## src/rtl/task_out_packetizer.sv

```systemverilog
// Buffers task result words in a FIFO and serialises them into OUT_WIDTH beats,
// grouped into packets of up to PKT_WORDS words with byte count and last-beat marker.
module task_out_packetizer #(
    parameter int IN_WIDTH  = 32,
    parameter int OUT_WIDTH = 8,
    parameter int PKT_WORDS = 16,
    parameter int DEPTH     = 64
) (
    input  logic                     i_clk,
    input  logic                     i_rst,
    input  logic [IN_WIDTH-1:0]      i_data,
    input  logic                     i_data_valid,
    input  logic                     i_input_last,
    output logic                     o_in_ready,
    input  logic                     i_tmanager_ready,
    output logic                     o_tanswer_ready,
    output logic [OUT_WIDTH-1:0]     o_tdata,
    output logic                     o_tanswer_data_last,
    output logic [11:0]              o_packet_size_in_bytes,
    output logic                     o_busy,
    output logic                     o_full,
    output logic [$clog2(DEPTH):0]   o_level,
    output logic                     o_overflow
);

    localparam int R  = IN_WIDTH / OUT_WIDTH;
    localparam int AW = $clog2(DEPTH);
    localparam int LW = (R > 1) ? $clog2(R) : 1;
    localparam int NW = $clog2(PKT_WORDS + 1);

    localparam logic [LW-1:0] LAST_LANE  = LW'(R - 1);
    localparam logic [AW:0]   PKT_LVL    = (AW + 1)'(PKT_WORDS);
    localparam logic [AW:0]   DEPTH_LVL  = (AW + 1)'(DEPTH);
    localparam logic [NW-1:0] PKT_N      = NW'(PKT_WORDS);
    localparam logic [11:0]   WORD_BYTES = 12'(IN_WIDTH / 8);

    typedef enum logic [1:0] {S_IDLE, S_START, S_SEND, S_DONE} state_t;
    state_t state_q, state_d;

    logic [IN_WIDTH-1:0] mem [DEPTH];
    logic [AW-1:0]       wr_ptr, rd_ptr, rd_ptr_next;
    logic [AW:0]         count;
    logic                full, in_ready, wr_en;
    logic                last_pending, overflow_q;

    logic [IN_WIDTH-1:0] word_q;
    logic [LW-1:0]       lane;
    logic [NW-1:0]       words_rem;
    logic                busy_q;
    logic [11:0]         size_q;

    logic                latch_n, load_first, beat_fire, word_done, pkt_end, clear_last, tlast;
    logic [NW-1:0]       n_val;

    assign full        = (count == DEPTH_LVL);
    assign in_ready    = !full && !last_pending;
    assign wr_en       = i_data_valid && in_ready;
    assign rd_ptr_next = rd_ptr + 1'b1;
    assign tlast       = (words_rem == NW'(1)) && (lane == LAST_LANE);

    always_ff @(posedge i_clk) begin
        if (i_rst) state_q <= S_IDLE;
        else       state_q <= state_d;
    end

    always_comb begin
        state_d    = state_q;
        latch_n    = 1'b0;
        n_val      = '0;
        load_first = 1'b0;
        beat_fire  = 1'b0;
        word_done  = 1'b0;
        pkt_end    = 1'b0;
        clear_last = 1'b0;
        case (state_q)
            S_IDLE: begin
                if (count >= PKT_LVL) begin
                    state_d = S_START;
                    latch_n = 1'b1;
                    n_val   = PKT_N;
                end else if (last_pending && count != '0) begin
                    state_d = S_START;
                    latch_n = 1'b1;
                    n_val   = NW'(count);
                end
            end
            S_START: begin
                load_first = 1'b1;
                state_d    = S_SEND;
            end
            S_SEND: begin
                if (i_tmanager_ready) begin
                    beat_fire = 1'b1;
                    word_done = (lane == LAST_LANE);
                    if (tlast) begin
                        pkt_end = 1'b1;
                        state_d = S_DONE;
                    end
                end
            end
            S_DONE: begin
                clear_last = last_pending && (count == '0);
                state_d    = S_IDLE;
            end
            default: state_d = S_IDLE;
        endcase
    end

    // A word keeps its FIFO slot until its final lane leaves, so o_level counts unsent words.
    always_ff @(posedge i_clk) begin
        if (i_rst) begin
            wr_ptr <= '0;
            rd_ptr <= '0;
            count  <= '0;
        end else begin
            if (wr_en)     wr_ptr <= wr_ptr + 1'b1;
            if (word_done) rd_ptr <= rd_ptr_next;
            count <= count + (AW + 1)'(wr_en) - (AW + 1)'(word_done);
        end
    end

    always_ff @(posedge i_clk) begin
        if (wr_en) mem[wr_ptr] <= i_data;
    end

    always_ff @(posedge i_clk) begin
        if (i_rst) begin
            last_pending <= 1'b0;
            overflow_q   <= 1'b0;
            word_q       <= '0;
            lane         <= '0;
            words_rem    <= '0;
            busy_q       <= 1'b0;
            size_q       <= '0;
        end else begin
            if (wr_en && i_input_last) last_pending <= 1'b1;
            else if (clear_last)       last_pending <= 1'b0;
            if (i_data_valid && full)  overflow_q   <= 1'b1;
            if (latch_n) words_rem <= n_val;
            if (load_first) begin
                word_q <= mem[rd_ptr];
                lane   <= '0;
                busy_q <= 1'b1;
                size_q <= 12'(words_rem) * WORD_BYTES;
            end
            if (beat_fire) begin
                if (word_done) begin
                    lane      <= '0;
                    words_rem <= words_rem - 1'b1;
                    word_q    <= pkt_end ? '0 : mem[rd_ptr_next];
                end else begin
                    lane   <= lane + 1'b1;
                    word_q <= word_q >> OUT_WIDTH;
                end
            end
            if (pkt_end) begin
                busy_q <= 1'b0;
                size_q <= '0;
            end
        end
    end

    assign o_in_ready             = in_ready;
    assign o_tanswer_ready        = (state_q == S_SEND);
    assign o_tdata                = word_q[OUT_WIDTH-1:0];
    assign o_tanswer_data_last    = (state_q == S_SEND) && tlast;
    assign o_packet_size_in_bytes = size_q;
    assign o_busy                 = busy_q;
    assign o_full                 = full;
    assign o_level                = count;
    assign o_overflow             = overflow_q;

endmodule

```

## config.mk

```make
export PLATFORM = sky130hd
export DESIGN_NAME = task_out_packetizer
export DESIGN_NICKNAME = d
export VERILOG_FILES = /design/src/rtl/task_out_packetizer.sv
export SDC_FILE = /design/constraint.sdc
export NUM_CORES = 2
export LEC_CHECK = 0
export CAP_MARGIN = 15
export CORE_ASPECT_RATIO = 0.5
export CORE_MARGIN = 2
export CORE_UTILIZATION = 35
export CTS_BUF_LIST = sky130_fd_sc_hd__clkbuf_4
export DETAILED_ROUTE_END_ITERATION = 7
export SYNTH_ARGS = -nofsm -noshare
export SYNTH_HDL_FRONTEND = slang
export SYNTH_SLANG_ARGS = --single-unit
export TNS_END_PERCENT = 30
```

## constraint.sdc

```tcl
create_clock -name i_clk -period 3.5 [get_ports i_clk]
set_clock_uncertainty 0.1 [all_clocks]
set_input_delay 0.525 -clock i_clk [delete_from_list [all_inputs] [get_ports i_clk]]
set_output_delay 0.525 -clock i_clk [all_outputs]
set_load 0.01 [all_outputs]
```

; Word level (Yosys, flattened, before mapping)
; Memories as Yosys holds them, arrays and structs flattened. A register that Yosys moved wholly into a read port is not among the register bits.
; Index checks and enable logic that the tools add are counted.
[classes]
n_reduce_logical = 17
eq_ne = 9
mux = 36
magnitude_cmp = 1
addsub = 6
[op_table]
columns = cell, n
row1 = 2-to-1 mux 32 bit, 4
row2 = 2-to-1 mux 5 bit, 6
row3 = 2-to-1 mux 1 bit, 16
row4 = 2-to-1 mux 2 bit, 7
row5 = adder 6 x 1 -> 6 bit (second input constant), 2
row6 = 2-to-1 mux 6 bit, 2
row7 = logical AND 1 bit, 8
row8 = case mux 2 bit (4 select lines), 1
row9 = adder 7 x 1 -> 7 bit, 1
row10 = == test 7 bit (second input constant), 1
row11 = >= comparator 7 x 5 -> 1 bit (second input constant), 1
row12 = logical NOT 7 bit, 1
row13 = nonzero test 7 bit, 1
row14 = subtractor 7 x 1 -> 7 bit, 1
row15 = == test 2 bit (second input constant), 3
row16 = == test 5 x 1 -> 1 bit (second input constant), 1
row17 = subtractor 5 x 1 -> 5 bit (second input constant), 1
row18 = nonzero test 2 bit, 2
row19 = inequality test 3 bit (second input constant), 1
row20 = AND reduction 3 bit, 1
row21 = adder 2 x 1 -> 2 bit (second input constant), 1
row22 = == test 2 x 1 -> 1 bit (second input constant), 1
row23 = logical NOT 1 bit, 2
row24 = logical NOT 2 bit, 1
row25 = 3 further kinds, 3
[word_totals]
word_cells = 81
output_inout_bits = 33
mem_bits_rw = 2048
reg_bits = 68
mem_count = 1
in_bits = 37
[mem_list]
columns = memory, depth, word_bits, rd, rd_clocked_by_memory_dff, write_ports, line
row1 = mem, 64, 32, 2, 1, 1, 40  ; logic [IN_WIDTH-1:0] mem [DEPTH];

; Logic depth before layout (Yosys ltp)
[logic_depth]
word_depth = 8
ltp_mapped = 17
depth_no_buf = 15

; Worst setup path before layout
; Ideal clock, no wire load.
[synth_path]
kind = register -> register
startpoint = reg count[2] (netlist: o_level[2])
endpoint = mem mem[63][0], enable pin
setup_slack_ns = -0.451
path_stages_with_launch = 9
t_arrival_ns = 3.430
setup_time_ns = 0.421
synth_period_minus_slack_ns = 3.951
path_buffers = 1
required_time_ns = 2.979
path_cell_list = dfxtp_1 > inv_1 > ha_1 > nor3b_1 > a311oi_1 > and2_0 > clkbuf_1 > nand3_1 > nor2_1
[synth_between]
elab_chain_cells = 6
[synth_lines]
columns = item, line
row1 = start: declaration, 42  ; logic [AW:0] count;
row2 = start signal: assignment, 118  ; count <= count + (AW + 1)'(wr_en) - (AW + 1)'(word_done);
row3 = == test 7 bit, 55  ; assign full = (count == DEPTH_LVL);
row4 = logical NOT 1 bit, 56  ; assign in_ready = !full && !last_pending;
row5 = logical AND 1 bit, 56
row6 = logical AND 1 bit, 57  ; assign wr_en = i_data_valid && in_ready;
row7 = 2-to-1 mux 1 bit, 123  ; if (wr_en) mem[wr_ptr] <= i_data;
row8 = 2-to-1 mux 1 bit (implied by the code), 123
row9 = end: declaration, 40
; Every way passes these cells.

; Worst setup path in the final report
[layout_path]
startpoint = reg rd_ptr[1]
endpoint = reg word_q[29]
[layout_between]
elab_chain_cells = 5
[layout_lines]
columns = item, line
row1 = start: declaration, 41  ; logic [AW-1:0] wr_ptr, rd_ptr, rd_ptr_next;
row2 = start signal: assignment, 117  ; if (word_done) rd_ptr <= rd_ptr_next;
row3 = adder 6 x 1 -> 6 bit, 58  ; assign rd_ptr_next = rd_ptr + 1'b1;
row4 = memory (64 x 32 bit), --
row5 = 2-to-1 mux 32 bit, 150  ; word_q <= pkt_end ? '0 : mem[rd_ptr_next];
row6 = 2-to-1 mux 32 bit, 147  ; if (word_done) begin
row7 = 2-to-1 mux 32 bit, 146  ; if (beat_fire) begin
row8 = end signal: assignment, 141  ; word_q <= mem[rd_ptr];
row9 = end signal: assignment, 150
row10 = end signal: assignment, 153  ; word_q <= word_q >> OUT_WIDTH;
row11 = end: declaration, 46  ; logic [IN_WIDTH-1:0] word_q;
; Every way passes these cells.
; A chain may end at the register's enable or synchronous reset.

==> run_results.csv <==
group,metric,value,unit
global_route,grt_antenna_before_repair,35,
floorplanning,design.portCount,70,
finish,design_area,115800,µm²
worst_setup_path,cpMaxStageDelayCell,"sky130_fd_sc_hd__dfxtp_1",
floorplanning,vertical_extent_of_the_die,379.6,µm
sta,timing_worst_slew_pin_value,1208,ps
synthesis,yosysWarningCount,0,
detailed_routing,via_count,63660,
cts,buffer_levels_on_the_longest_clock_path,4,
worst_setup_path,crit_path_frequent_cell,"sky130_fd_sc_hd__buf_4",
floorplanning,die_w,755.2,µm
synthesis,synthArstFlopShare,0,%
worst_setup_path,timing.reg2reg.worst_path_depth,12,
detailed_routing,first_pass_iters,5,
worst_setup_path,worstPathBufferInverterCount,5,
sta,layout_worst_path_cycle_share,99.68,%
sta,setup_viol,0,
synthesis,synth.top_cell.area_share,62.27,%
finish,finish.net_count,6130,
placed_design,gp_congestion,0.9142,
worst_setup_path,worst_ep_arrival_time,4490,ps
sta,drv_slew,0,
hold_path,hold_path_depth,2,
hold_path,holdCritPathClass,"in -> reg",
sta,period_needed,3489,ps
worst_setup_path,worst-r2r-setup-slack,10,ps
placed_design,detailedPlacementHpwl,228400,µm
finish,share_of_layout_cells_above_drive_strength_1,38.77,%
cts,cts.clk_slew.worst_paths,80,ps
hold_path,worst_hold_path.endpoint,"mem[45][11]",
cts,tritoncts,"built",
cts,clock_latency,1260,ps
floorplanning,row_count,137,
global_route,gr-total-overflow,0,
worst_setup_path,timing.critical_path.cells,"ha_4, nand3_1, buf_4, xnor2_2, buf_12, buf_12, and3_1, a311oi_1, buf_4, o21ai_1, buf_4, o211ai_1",
worst_setup_path,critical_path.endpoint_type,"flop",
placed_design,io_buffer_count,62,
synthesis,synthCells,5310,
synthesis,netlist_top_cells_area,"sky130_fd_sc_hd__edfxtp_1, sky130_fd_sc_hd__mux4_2, sky130_fd_sc_hd__mux2i_1, sky130_fd_sc_hd__nand2_1, sky130_fd_sc_hd__dfxtp_1",
hold_path,holdCritStartpoint,"i_data[11]",
synthesis,syn_area_per_cell,18.60,µm²
synthesis,synthFlopType,"sky130_fd_sc_hd__edfxtp_1",
finish,final_cell_mix,"sky130_fd_sc_hd__edfxtp_1, sky130_fd_sc_hd__mux4_2, sky130_fd_sc_hd__clkbuf_4",
synthesis,synth-edff-count,2048,
finish,area_growth_syn_to_layout,17.27,%
synthesis,portion_of_the_post_synthesis_area_used_by_sequential_elements,63.77,%
worst_setup_path,critical_path_class,"reg -> reg",
sta,max_slew_margin,19.46,%
sta,timing.fmax,286.6,MHz
worst_setup_path,critical_path_peak_fanout,14,
detailed_routing,drtIter0Drc,10150,
floorplanning,core_area,279700,µm²
finish,layout.cells.most_common,"sky130_fd_sc_hd__edfxtp_1",
power_and_ir_drop,power.ir.vdd_worst,0.0002198,V
worst_setup_path,critical-path-top-delay-family,"buffers and inverters",
sta,rsz0062_at_grt,"false",
worst_setup_path,worst_r2r_endpoint,"word_q[29]",
floorplanning,die_area,286700,µm²
power_and_ir_drop,p_leak,35.53,nW
synthesis,post_synth_instance_area,98760,µm²
global_route,grt_util_all_layers,24.18,%
worst_setup_path,cp-start-kind,"flop",
synthesis,synth_cell_type_count,79,
detailed_routing,wl_per_cell,34.82,µm
global_route,first_global_vias,63520,
detailed_routing,route.antenna.remaining_nets,0,
detailed_routing,post-route-drc-count,0,
worst_setup_path,worst_path_largest_cell_delay,480,ps
synthesis,yosysTopAreaCell,"sky130_fd_sc_hd__edfxtp_1",
sta,crit_path_setup_slack_layout,11.25,ps
detailed_routing,avgViaCountPerCell,6.246,
global_route,grt_first_pass_wirelength,492900,µm
power_and_ir_drop,power_per_cell_area,460.7,nW/µm²
floorplanning,start_util,35.30,%
worst_setup_path,beginning_of_the_worst_register_to_register_path,"rd_ptr[1]",
worst_setup_path,startpoint,"rd_ptr[1]",
global_route,grt_max_degree,126,
cts,clock_tree.root_cell,"sky130_fd_sc_hd__clkbuf_4",
power_and_ir_drop,totalPowerFinal,53.36,mW
cts,cts_max_level,6,
status,run_status,"completed",
cts,cts_buffers,526,
cts,tritoncts_num_sinks,2122,
worst_setup_path,critPathRequiredTime,4500,ps
placed_design,place_ws,-348.5,ps
placed_design,placement.cell_area,108500,µm²
synthesis,yosys_register_bits,2122,
detailed_routing,total_wirelength,354900,µm
sta,timing_hold_violations_final,0,
run,max_cap_violations,0,
## cells by family (layout without fill, tap and decap cells)
kind of cell / Yosys count / count (layout) / synth area share, %
xor+xnor: 20 / 20 / 0.1774
compound gates: 536 / 536 / 3.953
flops: 2122 / 2122 / 63.77
fa+ha+maj: 20 / 20 / 0.2610
buf+inv: 453 / 1569 / 2.597
simple gates: 923 / 923 / 4.154
mux: 1235 / 1235 / 25.08
other cells: 1 / 15 / 0.003797
## through the flow
stage / std cells / TNS [ps] / hold slack [ps] / util, %
finish: 10190 / 0 / 118.7 / 41.40
CTS: 10160 / -5.842 / 40.62 / 41.22
detailed placement: 9239 / -1697 / 362.3 / 38.79
global route: 10190 / 0 / 70.30 / 41.40
floorplan: 5316 / -666880 / 366.8 / -
global placement: 9238 / -1449 / 360.0 / 38.78
## power by group
| group | switching (mW) | internal (mW) | leakage (nW) | total, mW |
|---|---|---|---|---|
| Clock | 10.4 | 10.5 | 3.86 | 20.9 |
| Sequential | 0.493 | 28.2 | 19.0 | 28.7 |
| Combinational | 2.38 | 1.35 | 12.6 | 3.73 |
| Total | 13.3 | 40.1 | 35.5 | 53.4 |
## metal layers
metal | global-route usage [%] | vias up | part of all wire, % | routed length [µm]
met1 | 33.33 | 33350 | 38 | 134400
met2 | 35.26 | 5036 | 43 | 153400
met4 | 8.506 | 22 | 3.9 | 13940
met5 | 0 | - | 0.044 | 156
li1 | - | 24400 | - | -
met3 | 8.892 | 846 | 15 | 52980
## state kept, by name, indices dropped and copies added, names as in the netlist, named ones only
name / cells
mem: 2048
word_q: 32
o_level: 7
rd_ptr: 6
wr_ptr: 6
o_packet_size_in_bytes: 5
words_rem: 5
lane: 2
state_q: 2
last_pending: 1
o_busy: 1
o_overflow: 1
## synth_stat cells (all sizes together) (19+ instances only)
cell and count:
o211ai 19, inv 26, clkbuf 143, nor2 139
buf 283, a22oi 47, edfxtp 2048, a311oi 24
o221ai 104, a221oi 20, o21ai 45, a21oi 90
a31oi 44, ha 19, nand4 27, o22ai 31
and3 33, mux2i 243, nand2 479, dfxtp 74
a32oi 24, mux4 986, nand3 152
## area by class of cell
class                      instances  area (µm²)
clock inverter                   119       670.6
tap                             3753        4696
multi-input combinational       2741       33940
fill                           24820      163900
antenna                            8       20.02
sequential                      2122       63000
timing repair buffer             655        7612
clock buffer                     768        5766
inverter                          27       107.6
## repair_timing
item                                    CTS  global route
setup endpoints to repair                 7             7
pin swaps                                 0             2
hold buffers                             35             0
endpoints found under the hold margin  1612             0
resized for setup                        13            11
gates cloned                              0             0
setup buffers                             1             2
## how the worst max path moves through the flow
stage	cells after the start	end
finish	12	word_q[29]
global route	11	word_q[10]
CTS	6	o_tanswer_data_last
detailed placement	14	o_level[6]
global placement	14	o_level[6]
floorplan	8	mem[63][0]
Power figures use the tool's default switching activity.
